$ cat src/rtl/sha256_block_sched.sv
// Multi-block SHA-256 sequencer: accepts padded blocks, drives the iterative core and chains results.
// Optional SHA256_SCHED_DBLHASH_EN re-hashes the message digest once more (SHA-256d).
module sha256_block_sched #(
  parameter int unsigned  CNT_W = 16,
  parameter logic [255:0] IV    = 256'h6a09e667bb67ae853c6ef372a54ff53a510e527f9b05688c1f83d9ab5be0cd19
) (
  input  logic             clk,
  input  logic             rst_n,
  input  logic             blk_valid,
  output logic             blk_ready,
  input  logic [511:0]     blk_data,
  input  logic             blk_first,
  input  logic             blk_last,
  output logic             dig_valid,
  input  logic             dig_ready,
  output logic [255:0]     dig_data,
  output logic             core_start,
  output logic [255:0]     core_h_in,
  output logic [511:0]     core_m_in,
  input  logic             core_done,
  input  logic [255:0]     core_h_out,
  output logic             busy,
  output logic [CNT_W-1:0] blk_cnt
);

  localparam int unsigned H_W = 256;
  localparam int unsigned M_W = 512;

`ifdef SHA256_SCHED_DBLHASH_EN
  // Padding tail of a single 256-bit message: 0x80 marker, zeros, bit length 256.
  localparam logic [M_W-H_W-1:0] DBL_PAD = {32'h8000_0000, 160'b0, 64'd256};
`endif

  typedef enum logic [2:0] {
    S_IDLE,
    S_START,
    S_WAIT,
    S_DONE
`ifdef SHA256_SCHED_DBLHASH_EN
    , S_DSTART,
    S_DWAIT
`endif
  } state_t;

  state_t         state;
  logic [H_W-1:0] h_reg;
  logic [M_W-1:0] m_reg;
  logic [H_W-1:0] chain_reg;
  logic           last_reg;
  logic           accept;

  assign accept    = blk_valid && blk_ready;
  assign core_h_in = h_reg;
  assign core_m_in = m_reg;

  // Sequencer; blk_ready and busy are kept as registers that track the state.
  always_ff @(posedge clk or negedge rst_n) begin
    if (!rst_n) begin
      state      <= S_IDLE;
      h_reg      <= '0;
      m_reg      <= '0;
      chain_reg  <= '0;
      last_reg   <= 1'b0;
      blk_cnt    <= '0;
      dig_data   <= '0;
      dig_valid  <= 1'b0;
      core_start <= 1'b0;
      blk_ready  <= 1'b0;
      busy       <= 1'b0;
    end else begin
      core_start <= 1'b0;
      case (state)
        S_IDLE: begin
          if (accept) begin
            m_reg      <= blk_data;
            h_reg      <= blk_first ? IV : chain_reg;
            last_reg   <= blk_last;
            if (blk_first) blk_cnt <= '0;
            core_start <= 1'b1;
            blk_ready  <= 1'b0;
            busy       <= 1'b1;
            state      <= S_START;
          end else begin
            blk_ready <= 1'b1;
          end
        end
        S_START: state <= S_WAIT;
        S_WAIT: begin
          if (core_done) begin
            chain_reg <= core_h_out;
            if (blk_cnt != '1) blk_cnt <= blk_cnt + CNT_W'(1);
            if (last_reg) begin
`ifdef SHA256_SCHED_DBLHASH_EN
              h_reg      <= IV;
              m_reg      <= {core_h_out, DBL_PAD};
              core_start <= 1'b1;
              state      <= S_DSTART;
`else
              dig_data  <= core_h_out;
              dig_valid <= 1'b1;
              state     <= S_DONE;
`endif
            end else begin
              blk_ready <= 1'b1;
              busy      <= 1'b0;
              state     <= S_IDLE;
            end
          end
        end
`ifdef SHA256_SCHED_DBLHASH_EN
        S_DSTART: state <= S_DWAIT;
        S_DWAIT: begin
          if (core_done) begin
            dig_data  <= core_h_out;
            dig_valid <= 1'b1;
            state     <= S_DONE;
          end
        end
`endif
        S_DONE: begin
          if (dig_ready) begin
            dig_valid <= 1'b0;
            blk_ready <= 1'b1;
            busy      <= 1'b0;
            state     <= S_IDLE;
          end
        end
        default: state <= S_IDLE;
      endcase
    end
  end

endmodule

$ cat config.mk
export PLATFORM = sky130hd
export DESIGN_NAME = sha256_block_sched
export DESIGN_NICKNAME = d
export VERILOG_FILES = /design/src/rtl/sha256_block_sched.sv
export SDC_FILE = /design/constraint.sdc
export NUM_CORES = 2
export LEC_CHECK = 0
export CAP_MARGIN = 20
export CORE_AREA = 4 4 699 701
export CTS_CLUSTER_DIAMETER = 200
export DETAILED_ROUTE_END_ITERATION = 8
export DIE_AREA = 0 0 703 705
export PLACE_DENSITY = 0.34
export SLEW_MARGIN = 25
export SYNTH_ARGS = -nofsm -noshare
export SYNTH_HDL_FRONTEND = slang
export SYNTH_SLANG_ARGS = --single-unit
$ cat constraint.sdc
create_clock -name clk -period 4.3 [get_ports clk]
set_clock_uncertainty 0.15 [all_clocks]
set_input_delay 0.645 -clock clk [delete_from_list [all_inputs] [get_ports clk]]
set_output_delay 0.645 -clock clk [all_outputs]
set_load 0.05 [all_outputs]
; ---- After elaboration in Yosys (flattened, before gate mapping)
; Index checks and enable logic that the tools add are counted.
[word_totals]
elab_cells = 62
reg_bits = 1304
input_bits = 775
out_inout_bits = 1044
[op_classes]
n_eq_ne = 11
muxes = 26
add_sub_neg = 1
reduce_logical = 13
[op_table]
columns = op, n
row1 = 256-bit two-way mux, 1
row2 = 16-bit two-way mux, 4
row3 = 16-bit one-hot mux with 2 select lines, 1
row4 = "16-bit by 1-bit adder with 16-bit output, second input constant", 1
row5 = "16-bit inequality test, second input constant", 1
row6 = "2-bit inequality test, second input constant", 7
row7 = 1-bit two-way mux, 12
row8 = 3-bit one-hot mux with 4 select lines, 1
row9 = 5-bit AND reduction, 2
row10 = 3-bit two-way mux, 3
row11 = 4-bit AND reduction, 2
row12 = "3-bit by 2-bit equality test with 1-bit output, second input constant", 2
row13 = 1-bit one-hot mux with 3 select lines, 2
row14 = 3-bit AND reduction, 2
row15 = 2-bit AND reduction, 2
row16 = 2-bit nonzero test, 2
row17 = "3-bit by 1-bit equality test with 1-bit output, second input constant", 1
row18 = 3-bit zero test, 1
row19 = 3-bit nonzero test, 1
row20 = 2-bit two-way mux, 1
row21 = 1-bit one-hot mux with 2 select lines, 1
row22 = 1-bit logical AND, 1

; ---- Logic depth before layout (Yosys ltp)
[depth]
depth_word = 4
mapped_depth = 8
depth_no_buf = 6

; ---- Worst setup path before layout
; Ideal clock, no wire load.
[synth_timing]
kind = register to register
startpoint = reg blk_cnt[0]
endpoint = reg blk_cnt[10]
arrival_time_ns = 2.237
required_time_ns = 4.040
setup_time_ns = 0.110
path_stages_with_launch = 8
n_path_buf = 1
period_less_slack_ns = 2.498
setup_slack_ns = 1.802
cell_sequence = dfrtp_1 > ha_1 > nand3_1 > or4_4 > o31ai_4 > buf_6 > o21ai_1 > o41ai_1
[synth_between]
elab_chain_cells = 4
elab_cells_between_ends = 7
cone_classes = add/sub: 1 / eq/ne: 2 / mux: 3 / reduce/logical: 1
[synth_rtl]
columns = element, line_no
row1 = "start, declared", 23  ; output logic [CNT_W-1:0] blk_cnt
row2 = "start signal, assigned", 91  ; if (blk_cnt != '1) blk_cnt <= blk_cnt + CNT_W'(1);
row3 = 16-bit by 1-bit adder with 16-bit output, 91
row4 = 16-bit two-way mux, 91
row5 = 16-bit two-way mux, 89  ; if (core_done) begin
row6 = 16-bit one-hot mux with 2 select lines, 72  ; case (state)
; Parallel ways exist; a longest one is shown, timed or not. The select of a mux whose other input is x is not followed.
; A chain may end at the register's enable or synchronous reset.

; ---- Worst setup path in the final report
[layout_timing]
startpoint = reg dig_data[45]
endpoint = out dig_data[45]
[layout_rtl]
columns = element, line_no
row1 = "start, declared", 16  ; output logic [255:0] dig_data,
row2 = "start signal, assigned", 99  ; dig_data <= core_h_out;
; No word-level cell between the ends.

==> reports/qor.yml <==
yosys:
  yosysUniqueCellTypes: 31
  ys_warn_count: 0
  yosysMostFrequentCell: "nand2_1"
  avgSynthCellArea_sq_um: 9.84
  syn-instance-count: 5024
  synth_top_area_share_pct: 65.9
  syn_nets: 5800
  yosysSeqAreaShare_pct: 65.9
  ys_ff_latch: 1303
  synth_ff_type: "dfrtp_1"
  syn_area_sq_um: 49500
  synth_edf_count: 0
  synth_top_cell_by_area: "dfrtp_1"
  ys_top_cells_by_count: "nand2_1, dfrtp_1, mux2_2, clkbuf_1, o21ai_0"
  async_reset_ff_share_pct: 100
  synthTopCellsByArea: "dfrtp_1, nand2_1, mux2_2"
outcome:
  outcome: "finished clean"
setup_path:
  critPathRequiredTime_ns: 3.50
  cp_slowest_cell: "clkdlybuf4s50_1"
  cp_slowest_stage_delay_ns: 1.35
  critPathMaxFanout: 2
  r2r_end: "chain_reg[50]"
  path_cells: "clkdlybuf4s50_1"
  path_class: "register to output port"
  cp.arrival_ns: 2.65
  critPathTopFamily: "buffers and inverters"
  cp-start-kind: "register"
  path_buf_inv: 1
  endpoint_kind: "output port"
  reg2regPathDepth: 6
  r2r_slack_ns: 1.24
  rr_startpoint: "state[1]"
place:
  pre_cts_ws_ns: 1.04
  dpl.cell_count: 13100
  io_buffer_count: 1818
  place_hpwl_mm: 308
  gp_congestion: 0.899
cts:
  clock-sinks: 1303
  clockBufferDepth: 4
  cts-root-buf: "clkbuf_16"
  clkTransAtPathRegs_ns: 0.06
  cts_tree: "built"
  post_cts_buffers: 0
  cts_resized: 0
  htree_levels: 4
  clk_latency_ns: 0.86
  cts_buffers: 184
final_layout:
  drive_gt1_share_pct: 9.56
  stdcell_count: 13400
  num-fill-cells: 53900
  nNetsFinal: 7612
  synthToLayoutAreaGrowth_pct: 65.1
  largest_reg_flops: 512
drt:
  antenna_left: 0
  via_per_inst: 3.27
  first_pass_iters: 5
  drc_errors: 0
  vias: 43900
  drt_iter0_markers: 2785
  wl_mm: 379
  routedWlPerCell_um: 28.2
power:
  p_leak_nw: 36.9
  power.density_nw_per_um2: 985
  peakVddDrop_mv: 0.465
global_route:
  grt_first_pass_wirelength_mm: 490
  grt_use_total_pct: 14.8
  grt_pass1_vias: 45600
  antenna_found_initial: 168
  grt_max_degree: 138
  overflow: 0
sta:
  layout_setup_ws_ns: 0.856
  maxSlewHeadroom_pct: 13.1
  setup_tns_ns: 0
  period_share_pct: 80.1
  timing.hold.ws_ns: 0.158
  drv_slew: 0
  finalCriticalPeriod_ns: 3.44
  worst_pin_slew_ns: 1.30
  hold_viol_final: 0
  setup_viol: 0
  clock.fmax_mhz: 290
  rsz0062_at_grt: "false"
floorplan:
  dieArea_sq_um: 496000
  die_h_um: 705
  rows: 255
  core_sq_um: 482000
  die_w_um: 703
  initial_core_util_pct: 10.3
  io_pins: 1819
worst_hold_path:
  hp-class: "input pin to register"
  hold_path_end: "core_m_in[386]"
  min_from: "blk_data[386]"
  min_delay_path_depth: 3
flow_run:
  max_cap_viol_count: 0
through the flow:
stage | total power, mW | util (%) | area, sq um
floorplan | 44.5 | - | 49500
global placement | 65.9 | 15.7 | 75600
detailed placement | 65.9 | 15.7 | 75600
CTS | 82.3 | 16.9 | 81600
global route | 84.1 | 16.9 | 81600
finish | 80.4 | 16.9 | 81700
area by class of cell:
cell class / count / area [sq um] / area share [%]
sequential: 1303 / 32600 / 39.9
timing repair buffer: 1912 / 19300 / 23.6
clock buffer: 258 / 5240 / 6.42
clock inverter: 68 / 742 / 0.909
inverter: 3 / 18.8 / 0.0230
multi-input combinational: 3432 / 15600 / 19.2
tap: 6425 / 8040 / 9.84
antenna: 34 / 85.1 / 0.104
layer usage:
layer  global-route usage (%)  part of all wire [%]
met1                     17.1                    39
met2                     26.8                    51
met4                     3.43                   2.5
met5                        0                 0.090
met3                     3.97                   6.7
layout by cell type (no fill, tap or decap), types with 36 or more instances in the layout:
cell / netlist / routed
nand3b_1: 120 / 120
clkinv_2: 0 / 36
buf_4: 24 / 72
clkbuf_1: 206 / 39
nand2_1: 2839 / 2837
clkbuf_16: 0 / 185
mux2_2: 257 / 257
clkdlybuf4s50_1: 0 / 1795
o21ai_0: 148 / 148
dfrtp_1: 1303 / 1303
cell families (layout without fill, tap and decap cells):
kind of cell    count (synthesis)  count (layout)  synth area share, %
compound gates                184             184                 1.98
buf+inv                       289            2241                 2.49
mux                           258             258                 5.87
other cells                     0              34                    0
fa+ha+maj                       1               1               0.0253
flops                        1303            1303                 65.9
simple gates                 2989            2989                 23.7
report_power, final:
group | internal [mW] | switching, mW
Clock | 9.12 | 6.52
Sequential | 18.1 | 4.27
Combinational | 11.7 | 30.7
worst register-to-register path: stages, from the launching register on:
cell and delay [ns]:
dfrtp_1 0.45, nor2b_1 0.69, and2_4 0.31, buf_12 0.23, buf_12 0.64, nand2_1 0.44
nand2_1 0.09
what timing repair did:
| item | 4_1_cts | 5_1_grt |
|---|---|---|
| endpoints found under the setup margin | 0 | 0 |
| hold buffers | 1 | 0 |
| endpoints found under the hold margin | 54 | 0 |
worst max path at each step:
stage,cells past startpoint,to,slack [ns],start
finish,1,dig_data[45],0.86,dig_data[45]
floorplan,7,blk_cnt[10],1.80,blk_cnt[0]
CTS,1,dig_data[85],0.82,dig_data[85]
detailed placement,7,core_h_in[207],1.04,blk_valid
global route,1,dig_data[52],0.88,dig_data[52]
global placement,7,core_h_in[205],1.07,blk_valid
Power figures use the tool's default switching activity.
